**config.mk**
```make
export PLATFORM = sky130hd
export DESIGN_NAME = acc_msg_buffer
export DESIGN_NICKNAME = d
export VERILOG_FILES = /design/src/rtl/tinsel_acc_pkg.sv /design/src/rtl/acc_flit_ram.sv /design/src/rtl/acc_msg_buffer.sv
export SDC_FILE = /design/constraint.sdc
export NUM_CORES = 1
export LEC_CHECK = 0
export ABC_AREA = 1
export CORE_ASPECT_RATIO = 0.6
export CORE_MARGIN = 1
export CORE_UTILIZATION = 28
export CTS_CLUSTER_DIAMETER = 200
export DETAILED_ROUTE_END_ITERATION = 7
export SLEW_MARGIN = 20
export SYNTH_ARGS = -nofsm -noshare
export SYNTH_HDL_FRONTEND = slang
export SYNTH_SLANG_ARGS = --single-unit
```
**constraint.sdc**
```tcl
create_clock -name clk -period 4.95 [get_ports clk]
set_input_delay 0.99 -clock clk [delete_from_list [all_inputs] [get_ports clk]]
set_output_delay 0.99 -clock clk [all_outputs]
set_load 0.05 [all_outputs]
```
**src/rtl/tinsel_acc_pkg.sv**
```systemverilog
// Shared Tinsel accelerator types: network address and flit layout.
// Widths mirror the config.v values used by the mailbox mesh.
package tinsel_acc_pkg;

    localparam int MESH_X_BITS = 3;
    localparam int MESH_Y_BITS = 3;
    localparam int LOG_THREADS_PER_MBOX = 6;
    localparam int FLIT_PAYLOAD_BITS = 32;
    localparam int TINSEL_MAX_FLITS_PER_MSG = 4;

    typedef struct packed {
        logic [MESH_Y_BITS-1:0]          y;
        logic [MESH_X_BITS-1:0]          x;
        logic [LOG_THREADS_PER_MBOX-1:0] thread;
    } NetAddr;

    typedef struct packed {
        NetAddr                       dest;
        logic [FLIT_PAYLOAD_BITS-1:0] payload;
        logic                         notFinalFlit;
        logic                         isIdleToken;
    } Flit;

endpackage

```
**src/rtl/acc_flit_ram.sv**
```systemverilog
// Flit storage: synchronous write on the BSV-side edge,
// asynchronous read of the head entry.
module acc_flit_ram
    import tinsel_acc_pkg::*;
#(
    parameter int DEPTH = 16
) (
    input  logic                     clk,
    input  logic                     we,
    input  logic [$clog2(DEPTH)-1:0] waddr,
    input  Flit                      wdata,
    input  logic [$clog2(DEPTH)-1:0] raddr,
    output Flit                      rdata
);

    Flit mem [DEPTH];

    always_ff @(negedge clk) begin
        if (we) mem[waddr] <= wdata;
    end

    assign rdata = mem[raddr];

endmodule

```
**src/rtl/acc_msg_buffer.sv**
```systemverilog
// Store-and-forward flit buffer: the head flit is offered downstream
// only once its whole message is held locally.
module acc_msg_buffer
    import tinsel_acc_pkg::*;
#(
    parameter int DEPTH         = 16,
    parameter int MAX_MSG_FLITS = TINSEL_MAX_FLITS_PER_MSG
) (
    input  logic                       clk,
    input  logic                       rst_n,
    input  Flit                        in_data,
    input  logic                       in_valid,
    output logic                       in_ready,
    output Flit                        out_data,
    output logic                       out_valid,
    input  logic                       out_ready,
    output logic [$clog2(DEPTH+1)-1:0] msg_count,
    output logic                       overlong_err
);

    localparam int PW = $clog2(DEPTH);
    localparam int CW = $clog2(DEPTH+1);
    localparam int SW = (MAX_MSG_FLITS > 1) ? $clog2(MAX_MSG_FLITS) : 1;
    localparam logic [CW-1:0] FULL = CW'(DEPTH);
    localparam logic [SW-1:0] SEG_LAST = SW'(MAX_MSG_FLITS - 1);

    logic [PW-1:0] wr_ptr;
    logic [PW-1:0] rd_ptr;
    logic [CW-1:0] flit_count;
    logic [SW-1:0] seg_len;

    Flit  wr_flit;
    logic push;
    logic pop;
    logic overlong;
    logic push_final;
    logic pop_final;

    assign in_ready  = rst_n && (flit_count != FULL);
    assign out_valid = rst_n && (msg_count != '0);
    assign push      = in_valid && in_ready;
    assign pop       = out_valid && out_ready;

    // A flit that would overrun the longest legal message closes it.
    assign overlong = in_data.notFinalFlit && (seg_len == SEG_LAST);

    always_comb begin
        wr_flit = in_data;
        if (overlong) wr_flit.notFinalFlit = 1'b0;
    end

    assign push_final = push && !wr_flit.notFinalFlit;
    assign pop_final  = pop && !out_data.notFinalFlit;

    acc_flit_ram #(
        .DEPTH(DEPTH)
    ) u_ram (
        .clk  (clk),
        .we   (push),
        .waddr(wr_ptr),
        .wdata(wr_flit),
        .raddr(rd_ptr),
        .rdata(out_data)
    );

    always_ff @(negedge clk) begin
        if (!rst_n) begin
            wr_ptr       <= '0;
            rd_ptr       <= '0;
            flit_count   <= '0;
            msg_count    <= '0;
            seg_len      <= '0;
            overlong_err <= 1'b0;
        end else begin
            if (push) wr_ptr <= wr_ptr + PW'(1);
            if (pop)  rd_ptr <= rd_ptr + PW'(1);

            unique case ({push, pop})
                2'b10:   flit_count <= flit_count + CW'(1);
                2'b01:   flit_count <= flit_count - CW'(1);
                default: flit_count <= flit_count;
            endcase

            unique case ({push_final, pop_final})
                2'b10:   msg_count <= msg_count + CW'(1);
                2'b01:   msg_count <= msg_count - CW'(1);
                default: msg_count <= msg_count;
            endcase

            if (push) seg_len <= push_final ? '0 : seg_len + SW'(1);
            if (push && overlong) overlong_err <= 1'b1;
        end
    end

endmodule
```
* After elaboration in Yosys (flattened, before gate mapping)
Memories as Yosys holds them, arrays and structs flattened. A register that Yosys moved wholly into a read port is not among the register bits. Index checks and enable logic that the tools add are counted.
Operators by class: add/subtract/negate cells 7, eq/ne operators 6, muxes and demuxes 8, reductions and logical operators 13
Operators by type and width (count):
- case mux 5 bit (2 select lines) | 2
- adder 5 x 1 -> 5 bit, second input constant | 2
- subtractor 5 x 1 -> 5 bit, second input constant | 2
- adder 4 x 1 -> 4 bit, second input constant | 2
- logical AND 1 bit | 8
- 2-to-1 mux 4 bit | 2
- == test 2 bit, second input constant | 3
- inequality test 5 bit, second input constant | 1
- nonzero test 5 bit | 1
- == test 2 x 1 -> 1 bit, second input constant | 2
- nonzero test 2 bit | 2
- 2-to-1 mux 1 bit | 3
- adder 2 x 1 -> 2 bit, second input constant | 1
- logical NOT 1 bit | 2
- 2-to-1 mux 2 bit | 1
Storage, ports and cells: flip-flop bits (word level) 21, bits in writable memories 736, memories 1
Memory list:
- u_ram.mem | depth 16, bits a word 46, read ports 1, clocked after memory_dff 1, write ports 1, line acc_flit_ram.sv:16 | Flit mem [DEPTH];

* Longest topological paths before layout
Gate-level depths: netlist (run 1).
depth after elaboration 7, depth in mapped cells 19, gate-level depth less buffers 16

* Cells and area by module
A second synthesis (run 1) with hierarchy kept.
Unflattened totals: cell total of the unflattened synthesis 3179, area, all modules 32927.8 um^2
Modules (own cells, without submodules):
- acc_flit_ram | times used 1, cells each 2989, area each 31614.1 um^2, seq. area each 22101.2 um^2
- acc_msg_buffer | times used 1, cells each 190, area each 1313.8 um^2, seq. area each 420.4 um^2

==> results of run 1 <==
## kinds of logic after synthesis
logic type / count (synthesis) / share of synthesized area
compound gates: 484 / 0.0893
xor+xnor: 8 / 0.00227
fa+ha+maj: 16 / 0.00696
buf+inv: 245 / 0.0422
flops: 761 / 0.731
simple gates: 934 / 0.128
## Yosys cell counts (all sizes together), types with 6 or more instances
cell type  instances
o211ai           135
ha                14
edfxtp           736
nand2            156
dfxtp             25
nand3            206
a21oi             24
buf               94
clkbuf            58
nor2             570
xor2               6
o21ai            325
inv               92
## stage by stage
stage | cells | cell area [µm²] | TNS (ns) | utilization | total power, mW
floorplan | 2448 | 31300 | -0.200 | - | 9.02
global placement | 4068 | 35700 | -319.17 | 0.329 | 9.61
detailed placement | 4068 | 35700 | -335.75 | 0.329 | 9.62
CTS | 4975 | 41700 | -39.78 | 0.385 | 17.7
global route | 4987 | 42200 | -43.55 | 0.389 | 18.6
finish | 4987 | 42200 | -36.78 | 0.389 | 17.5
## worst min path at each step
stage,slack [ns],to,cells after the start,from
after floorplan,0.46,flit_count[0],1,flit_count[0]
after global placement,0.44,overlong_err,2,overlong_err
after detailed placement,0.46,overlong_err,2,overlong_err
after CTS,0.47,overlong_err,2,overlong_err
after global routing,0.49,overlong_err,2,overlong_err
final,0.46,overlong_err,2,overlong_err
## final cells by class
type,instances,area (µm²),share of cell area
Tap cell,1472,1840,0.0437
Timing Repair inverter,1,16.3,0.000386
Antenna cell,3,7.51,0.000178
Clock inverter,815,3550,0.0841
Timing Repair Buffer,323,4150,0.0985
Multi-Input combinational cell,1442,7650,0.181
Clock buffer,78,1950,0.0463
Sequential cell,761,22600,0.537
Inverter,92,382,0.00905
## sequential cells by signal, indices dropped and copies added (netlist names), named ones only
signal        cells
seg_len           2
wr_ptr            4
u_ram.mem       736
msg_count         5
flit_count        5
overlong_err      1
rd_ptr            4
## worst max-delay path, cell delays in order (launching register included)
cell	delay (ns)
dfxtp_4	0.42
buf_4	0.17
clkinv_8	0.11
buf_4	0.16
buf_4	0.14
nor2_2	0.07
nor2_1	0.04
o21ai_1	0.07
nand3_1	0.12
nand3_2	0.13
nand2_2	0.10
buf_12	0.16
## cell usage in the layout (no fill, tap or decap), types with 18 or more instances in the layout
cell type / count
a21oi_1: 19
buf_12: 86
buf_4: 130
buf_6: 26
buf_8: 18
clkbuf_16: 80
clkdlybuf4s50_1: 48
edfxtp_1: 736
inv_1: 856
nand2_1: 104
nand2_2: 43
nand3_1: 179
nand3_2: 24
nor2_1: 468
nor2_2: 80
nor2_4: 22
o211ai_1: 135
o21ai_0: 152
o21ai_1: 171
## metal layers
| layer | global-route usage | part of all wire |
|---|---|---|
| met5 | 0 | 0 |
| met1 | 0.212 | 0.45 |
| met4 | 0.0694 | 0.018 |
| met3 | 0.0612 | 0.091 |
| met2 | 0.224 | 0.44 |
## where the power goes
part	internal, mW	switching [mW]	total, mW
clock	4.52	4.14	8.66
combinational	0.639	0.989	1.63
sequential	7.17	0.0280	7.19
## timing repair
action,in CTS,in global routing
buffers inserted,10,6
setup endpoints to repair,48,53
gates cloned,7,3
pin swaps,7,17
resized for setup,68,99
hold buffers,0,0
==> results.cfg, run 1 <==
[critical_path]
crit_required_ns = 3.96
end_kind = primary output
endpoint = out_data[18]
cp_max_fo = 8
r2r-end = msg_count[3]
rrSetupSlack_ns = 2.23
startpoint_type = register
arrival_ns = 4.84
worst-setup-path-type = register to primary output
reg2regPathDepth = 18

[logic_synthesis]
netlist_instances = 2448
synth_top_area_frac = 0.715
synthTopCellsByArea = edfxtp_1, nor2_1, nand3_1
ys_seq_elements = 761
syn_area_um2 = 30900
async_flop_share = 0
synth-main-ff-cell = edfxtp_1
synth_top_area_cell = edfxtp_1
yosys_warnings = 0
synth.distinct_cells = 28
ys_seq_area_frac = 0.731
synth_nets = 2514
avgSynthCellArea_um2 = 12.6
synth_edf_count = 736

[sta]
tightest_slew_ns = 0.656
hold_slack_ns = 0.460
finalHoldViolCount = 0
maxSlewViolCount = 0
rsz0062_at_grt = yes
fin_skew_ns = 0.0340
worst_slack_ns = -0.884
finalSetupViolations = 47
relSlewSlack = 0.561

[outcome]
outcome = finished with violations
violations = setup timing

[placement]
gp_congestion = 0.788
io_buffers = 103
post-place-ws_ns = -0.644
place_hpwl_um = 48700

[routing]
drt_wl_total_um = 89500
vias = 23200
antenna_left = 0
drc = 0
wl_per_cell_um = 17.9
first_pass_iters = 7
vias_per_cell = 4.65
drtIter0Drc = 2350

[cts]
cts_buffers = 76
path_clk_slew_ns = 0.04
worstSkewPairLatency_ns = 0.68
cts_max_level = 3
clockBufferDepth = 3
cts_root_buf = clkbuf_16
cts_sinks = 761
cts_tree = done

[die]
rows = 93
ioPinCount = 104
die-area_um2 = 112000
core_um2 = 108000
die_w_um = 431
die_h_um = 259
start_util = 0.285

[layout]
final_nets = 3524
fillCellCount = 10400
final_layout_size_suffix_gt1_frac = 0.175
area_growth_pct = 36.5

[global_route]
grt_pass1_vias = 24000
grt_use_total = 0.158
grt_overflow_total = 0
antenna_found_initial = 3
grt_first_pass_wirelength_um = 135000
grt_max_degree = 44

[power_and_ir_drop]
p_per_area_nw_per_um2 = 414
leakage_nw = 17.2
ir_worst_vdd_uv = 329

[min_path]
hp-class = register to register

[run]
drv_cap = 0
Note: power is estimated with default switching activity, not from simulation.
==> run 2, diff against run 1 <==
==> constraint.sdc (replaced) <==
create_clock -name clk -period 4.95 [get_ports clk]
set_input_delay 0.99 -clock clk [delete_from_list [all_inputs] [get_ports clk]]
set_output_delay 0.99 -clock clk [all_outputs]
set_load 0.01 [all_outputs]
==> results.cfg, run 2 (synthesis results as in run 1) <==
[critical_path]
worst-setup-path-type = register to primary output
cpPeakStageDelay_ns = 0.46
crit_required_ns = 3.96
arrival_ns = 4.89
end_kind = primary output
cp_max_fo = 6
rrSetupSlack_ns = 1.91
path_buf_inv = 7
slowest_stage = dfxtp_4
critical_path.cell_chain = buf_12 > clkbuf_16 > buf_8 > buf_12 > buf_16 > buf_4 > nor2_1 > o211ai_1 > nand3_1 > nand2_2 > buf_6
crit_family = buffers and inverters
startpoint_type = register
crit_top_cell = buf_12

[power_and_ir_drop]
clockPowerShare = 0.487
combinationalPowerShare = 0.093
power.net_switching_mw = 5.08
p_per_area_nw_per_um2 = 394
ir_worst_vdd_uv = 248
p_sw_frac = 0.297
p_int_mw = 12.0
p_seq_frac = 0.420
leakage_nw = 17.9

[layout]
final_nets = 3585
final_layout_size_suffix_gt1_frac = 0.191
reg_top3 = u_ram.mem x736, flit_count x5, msg_count x5
fillCellCount = 10100
largest_register_ffs = 736
final_common_cell = inv_1
regArea_um2 = 22600
multiInputGateArea_um2 = 7730
regMostFlops = u_ram.mem
instances_no_fill = 5049
final_cell_mix = inv_1, edfxtp_1, nor2_1, o21ai_1, nand3_1
area_growth_pct = 40.5
final_util = 0.401

[sta]
worst_slack_ns = -0.927
tns_ns = -38.35
finalHoldViolCount = 0
hold_slack_ns = 0.450
relSlewSlack = 0.578
finalSetupViolations = 47
maxSlewViolCount = 0
fin_skew_ns = 0.0378
rsz0062_at_grt = yes
tightest_slew_ns = 0.630

[global_route]
grt_pass1_vias = 24000
grt_overflow_total = 0
grt_first_pass_wirelength_um = 135000
antenna_found_initial = 7
grt_max_degree = 40
grt_use_total = 0.160

[outcome]
outcome = finished with violations
violations = setup timing

[cts]
path_clk_slew_ns = 0.04
worstSkewPairLatency_ns = 0.70
cts_sinks = 761
cts_max_level = 3
cts_hold_buf = 0
cts_tree = done
cts_buffers = 75
cts_root_buf = clkbuf_16
clockBufferDepth = 3

[routing]
first_pass_iters = 7
met3_length_um = 8380
antenna_left = 0
wirelength_met1_um = 41300
wl_per_cell_um = 19.0
drc = 0
vias_per_cell = 4.70
vias = 23700
drt_wl_total_um = 95700
routed.top_layer = met5
drtIter0Drc = 2122
dr_wl_met2_um = 44300

[die]
die_w_um = 431
core_um2 = 108000
die-area_um2 = 112000
die_h_um = 259
start_util = 0.285
rows = 93
ioPinCount = 104

[min_path]
hp-class = register to register

[placement]
gp_congestion = 0.768
place_hpwl_um = 48600
io_buffers = 103
post-place-ws_ns = -0.757
dp_cells = 4070

[run]
drv_cap = 0
-- run 2: cell count changes in the layout (fill, tap and decap cells not counted), sizes merged, moves of 3 or more --
| cell | delta |
|---|---|
| inv | +9 |
| clkbuf | +40 |
| bufbuf | -3 |
| dlygate4sd2 | +6 |
| bufinv | -7 |
| buf | +18 |
-- run 2: area by class of cell --
class / instances / share of cell area
clock inverters: 818 / 0.0784
repair buffers: 386 / 0.127
clock buffers: 77 / 0.0444
inverters: 92 / 0.00870
diodes: 1 / 0.0000576
multi-input cells: 1442 / 0.178
flip-flops and latches: 761 / 0.521
well taps: 1472 / 0.0424
-- run 2: power by group through the flow --
stage               clock (mW)  combinational [mW]  sequential (mW)
global route              9.31                1.70             7.18
detailed placement       0.910                1.20             7.27
CTS                       8.58                1.33             7.19
floorplan                0.910               0.631             7.27
global placement         0.910                1.20             7.27
finish                    8.34                1.58             7.19
-- run 2: layer usage --
layer | vias to the layer above | global-route usage
met4 | 12 | 0.0709
li1 | 11000 | -
met3 | 132 | 0.0657
met5 | - | 0
met1 | 11600 | 0.203
met2 | 1047 | 0.238
-- run 2: worst min-delay path: stages (launching register included) --
cell	delay (ns)
dfxtp_1	0.30
inv_1	0.05
a21oi_1	0.05
-- run 2: path summary, 6_finish.rpt --
check | from | cells past startpoint | end
worst max-delay path | register | 11 | out_data[9]
worst min-delay path | overlong_err | 2 | overlong_err
worst max register to register | register | 20 | msg_count[3]
worst min register to register | overlong_err | 2 | overlong_err
-- run 2: what timing repair did --
item,4_1_cts,5_1_grt
resized for setup,220,273
setup endpoints to repair,56,54
pin swaps,27,136
cloned,11,36
buffers inserted,20,26
-- run 2: stage by stage --
| stage | total power [mW] | area, µm² |
|---|---|---|
| floorplan | 8.81 | 31100 |
| detailed placement | 9.39 | 35800 |
| finish | 17.1 | 43400 |
| global placement | 9.38 | 35800 |
| CTS | 17.1 | 41800 |
| global route | 18.2 | 43400 |
